==> src/rtl/pipelined_shifter.sv <==
// pipelined_shifter: 2-stage SLL/SRL/SRA shifter; define SHIFTER_ROTATE_EN to make op 11 rotate-left
module pipelined_shifter #(
    parameter int WIDTH = 64,
    localparam int SHAMT_W = $clog2(WIDTH)
) (
    input  logic               clk,
    input  logic               rst,
    input  logic               in_valid,
    output logic               in_ready,
    input  logic [WIDTH-1:0]   in_data,
    input  logic [SHAMT_W-1:0] in_shamt,
    input  logic [1:0]         in_op,
    output logic               out_valid,
    input  logic               out_ready,
    output logic [WIDTH-1:0]   out_data
);
    localparam int FINE_W = SHAMT_W / 2;
    logic               r_s1_valid, r_s2_valid, r_s1_sign;
    logic [WIDTH-1:0]   r_s1_data, r_s2_data;
    logic [1:0]         r_s1_op;
    logic [FINE_W-1:0]  r_s1_fine;
    logic               w_s1_adv, w_s2_adv;
    logic [WIDTH-1:0]   w_s1_next, w_s2_next;
    // sign is the original operand MSB so SRA fill survives the split into two stages
    function automatic logic [WIDTH-1:0] f_shift(input logic [WIDTH-1:0] d, input logic [SHAMT_W-1:0] amt,
                                                 input logic [1:0] op, input logic sign);
`ifdef SHIFTER_ROTATE_EN
        logic [WIDTH-1:0] w_rot;
        w_rot = (d << amt) | (d >> (WIDTH - 32'(amt)));
`else
        logic [WIDTH-1:0] w_rot;
        w_rot = d;
`endif
        return op == 2'b00 ? d << amt : op == 2'b11 ? w_rot : WIDTH'({{WIDTH{sign & op[1]}}, d} >> amt);
    endfunction
    assign w_s2_adv  = !r_s2_valid || out_ready;
    assign w_s1_adv  = !r_s1_valid || w_s2_adv;
    assign in_ready  = w_s1_adv && !rst;
    assign out_valid = r_s2_valid;
    assign out_data  = r_s2_data;
    assign w_s1_next = f_shift(in_data, {in_shamt[SHAMT_W-1:FINE_W], {FINE_W{1'b0}}}, in_op, in_data[WIDTH-1]);
    assign w_s2_next = f_shift(r_s1_data, SHAMT_W'(r_s1_fine), r_s1_op, r_s1_sign);
    always_ff @(posedge clk) begin
        if (rst) begin
            r_s1_valid <= 1'b0;
            r_s2_valid <= 1'b0;
            r_s2_data  <= '0;
        end else begin
            if (w_s1_adv) begin
                r_s1_valid <= in_valid;
                if (in_valid) begin
                    r_s1_data <= w_s1_next;
                    r_s1_op   <= in_op;
                    r_s1_fine <= in_shamt[FINE_W-1:0];
                    r_s1_sign <= in_data[WIDTH-1];
                end
            end
            if (w_s2_adv) begin
                r_s2_valid <= r_s1_valid;
                if (r_s1_valid) r_s2_data <= w_s2_next;
            end
        end
    end
endmodule

==> config.mk <==
export PLATFORM = sky130hd
export DESIGN_NAME = pipelined_shifter
export DESIGN_NICKNAME = d
export VERILOG_FILES = /design/src/rtl/pipelined_shifter.sv
export SDC_FILE = /design/constraint.sdc
export NUM_CORES = 1
export LEC_CHECK = 0
export BUFFER_PORTS_ARGS = -buffer_cell sky130_fd_sc_hd__buf_4
export CORE_ASPECT_RATIO = 0.9
export CORE_MARGIN = 10
export CORE_UTILIZATION = 35
export CTS_BUF_LIST = sky130_fd_sc_hd__clkbuf_2 sky130_fd_sc_hd__clkbuf_4 sky130_fd_sc_hd__clkbuf_8
export DETAILED_ROUTE_END_ITERATION = 8
export PLACE_DENSITY = 0.59
export REMOVE_ABC_BUFFERS = 1
export SLEW_MARGIN = 15
export SYNTH_ARGS = -nofsm -noshare
export SYNTH_HDL_FRONTEND = slang
export SYNTH_SLANG_ARGS = --single-unit
export TNS_END_PERCENT = 30
==> constraint.sdc <==
create_clock -name clk -period 3.2 [get_ports clk]
set_clock_uncertainty 0.15 [all_clocks]
set_input_delay 0.48 -clock clk [delete_from_list [all_inputs] [get_ports clk]]
set_output_delay 0.48 -clock clk [all_outputs]
set_load 0.02 [all_outputs]
==> impl_metrics.py <==
metrics = {
    "timing": {
        "fin_crit_ns": 2.69,
        "tightest_slew_ns": 1.17,
        "whs_ns": 0.102,
        "rsz0062_at_grt": "false",
        "setup_violations": 0,
        "timing.slew.headroom_pct": 21.7,
        "fin_crit_sh_pct": 84.2,
        "final_hold_viol_count": 0,
        "max_freq_ghz": 0.371,
        "setup_slack_ns": 0.507,
        "slew_viol_final": 0,
    },
    "clocking": {
        "clk_latency_ns": 0.50,
        "numCtsBuffers": 17,
        "ctsResizeCount": 0,
        "cts_max_level": 4,
        "cts_tree": "yes",
        "post_cts_buffers": 0,
        "clock_tree.buffer_depth": 2,
        "cts.sinks": 136,
        "root_buffer": "clkbuf_8",
        "clk_pin_slew_ns": 0.08,
        "ctsHoldBuffers": 3,
    },
    "synthesis": {
        "synth_warnings": 0,
        "synthSimpleGateAreaFrac_pct": 15.0,
        "synth_top_family_by_area": "multiplexers",
        "synth-adder-area-share_pct": 0,
        "ys_seq_elements": 136,
        "seq_area_frac_synth_pct": 24.0,
        "synthFlopType": "edfxtp_1",
        "avgSynthCellArea_um2": 9.06,
        "synth_mux_area_share_pct": 32.4,
        "synth-compound-area-share_pct": 22.3,
        "synth-xor-area-share_pct": 0.368,
        "syn_inst": 1576,
        "synth_edf_count": 70,
        "synth_cell_types": 78,
        "syn_area_um2": 14300,
        "synthArstFlopShare_pct": 0,
    },
    "die": {
        "coreArea_um2": 40500,
        "die_w_um": 233,
        "io_pins": 142,
        "rows": 70,
        "initial_core_util_pct": 35.3,
        "die_y_um": 212,
        "die-area_um2": 49300,
    },
    "layout": {
        "layout-drive-gt1-share_pct": 25.0,
        "area_growth_pct": 16.2,
        "multi_input_area_um2": 10000,
        "final_cell_mix": "mux2i_1 (228), buf_4 (225), nor2_1 (207)",
        "final_common_cell": "mux2i_1",
        "n_fill_cell": 4052,
        "fin_nets": 1748,
        "antenna_cells": 0,
        "ff_latch_area_um2": 3420,
    },
    "detailed_routing": {
        "ant_nets": 0,
        "routed_via_density": 6.79,
        "drc": 0,
        "route.vias.total": 15106,
        "drt_iter0_drc": 2626,
        "routed_wirelength_um": 62400,
        "dr.pass1.iters": 6,
        "avgRoutedWirePerCell_um": 28.0,
    },
    "setup_path": {
        "cp-start-kind": "flop",
        "path_class": "flop to flop",
        "cp.arrival_ns": 2.91,
        "r2r_start": "r_s1_op[1]",
        "cp_max_fo": 18,
        "crit_start": "r_s1_op[1]",
        "end_kind": "flop",
        "required_ns": 3.42,
    },
    "global_route": {
        "grt_usage_pct": 24.4,
        "grt_antenna_before_repair": 0,
        "grt_pass1_wl_um": 92700,
        "first_global_vias": 14286,
        "overflow": 0,
        "grt_max_degree": 71,
    },
    "power": {
        "ir_drop_uv": 214,
        "power.share.switching_pct": 35.6,
        "pwr-share-seq_pct": 36.4,
        "power_frac_clock_pct": 29.8,
        "power.switching_mw": 2.13,
        "leakage_nw": 6.42,
        "powerDensity_nw_per_um2": 361,
        "p_int_mw": 3.85,
        "power_mw": 5.98,
        "power_frac_comb_pct": 33.8,
    },
    "flow_run": {
        "max_cap_viol_count": 0,
    },
    "run_status": {
        "outcome": "finished, final reports clean",
    },
    "placement": {
        "portBuffers": 141,
        "dp_slack_ns": 0.424,
        "gp_congestion": 1.00,
        "dp_hpwl_um": 44800,
    },
    "worst_hold_path": {
        "worstHoldPathType": "input port to flop",
        "min_from": "in_valid",
    },
}
## state kept, by name, indices dropped and copies added (netlist names)
register / count
r_s1_data: 64
out_data: 64
r_s1_op: 2
r_s1_sign: 1
r_s1_valid: 1
r_s1_fine: 3
out_valid: 1
## worst max-delay path, stage by stage, from the launching register on
cell,delay (ns)
edfxtp_1,0.76
xnor2_2,0.40
nor2_4,0.68
a32oi_1,0.21
a311oi_1,0.36
## power groups by stage
stage	Sequential (mW)	Clock, mW	Combinational, mW
after floorplan	2.22	0	1.06
final	2.18	1.79	2.02
after detailed placement	2.20	0	1.96
after global routing	2.18	1.87	2.14
after global placement	2.20	0	1.95
after CTS	2.16	1.81	1.97
## worst paths after layout
path         depth (start not counted)            to  slack [ns]
max                                  4  out_data[14]        0.51
min                                  3    r_s1_valid        0.10
max reg2reg                          4  out_data[14]        0.51
min reg2reg                          2  out_data[39]        0.35
## synth_stat cells (5+ instances only)
library cell / count / area [um^2]
nor3_1: 20 / 100
o22a_1: 6 / 52.6
o22ai_1: 6 / 37.5
mux2_2: 54 / 608
a222oi_1: 10 / 100
buf_1: 5 / 18.8
buf_2: 53 / 265
and2_1: 12 / 75.1
a31oi_1: 13 / 81.3
edfxtp_1: 70 / 2100
nand2_1: 176 / 661
nand3_1: 20 / 100
a21o_1: 5 / 37.5
a311oi_1: 49 / 429
a211oi_1: 22 / 165
and3_1: 5 / 31.3
dfxtp_1: 66 / 1320
a21oi_1: 39 / 195
mux4_2: 77 / 1730
o21bai_1: 7 / 52.6
inv_1: 6 / 22.5
a32oi_1: 19 / 166
o2bb2ai_1: 7 / 61.3
clkbuf_1: 76 / 285
a221oi_1: 32 / 280
o211ai_1: 17 / 128
o32a_1: 8 / 80.1
a221o_1: 10 / 100
a211o_1: 9 / 78.8
o21ai_0: 47 / 235
a2bb2oi_1: 9 / 78.8
nor2_1: 208 / 781
a2111oi_0: 37 / 324
mux2i_1: 228 / 2280
o2111ai_1: 6 / 52.6
buf_6: 9 / 101
buf_4: 20 / 150
nand2b_1: 11 / 68.8
a22oi_1: 32 / 240
## cells by family after synthesis
logic type / Yosys count
xor+xnor: 3
compound gates: 413
buf+inv: 173
mux: 359
simple gates: 492
flops: 136
## metrics by stage
step	util, %	cell area [um^2]	instances	TNS (ns)
detailed placement	39.8	16100	2190	0
finish	41.0	16600	2225	0
global placement	39.8	16100	2190	0
global route	41.0	16600	2225	0
floorplan	-	13500	1412	-168.13
CTS	41.0	16600	2225	0
## per-layer routing
metal,part of all wire [%],vias up,wire length (um),GRT usage (%)
li1,-,6411,-,-
met1,41,7264,25400,33.9
met2,43,1243,26800,36.1
met3,13,188,8100,5.98
met4,3.4,0,2100,8.77
met5,0,-,0,0
## area by class of cell
cell class                      count  area share (%)
Clock buffer                       21            1.59
Clock inverter                     11            1.22
Inverter                            9           0.204
Multi-Input combinational cell   1267            60.3
Sequential cell                   136            20.6
Tap cell                          540            4.07
Timing Repair Buffer              241            11.9
Power figures use the tool's default switching activity.
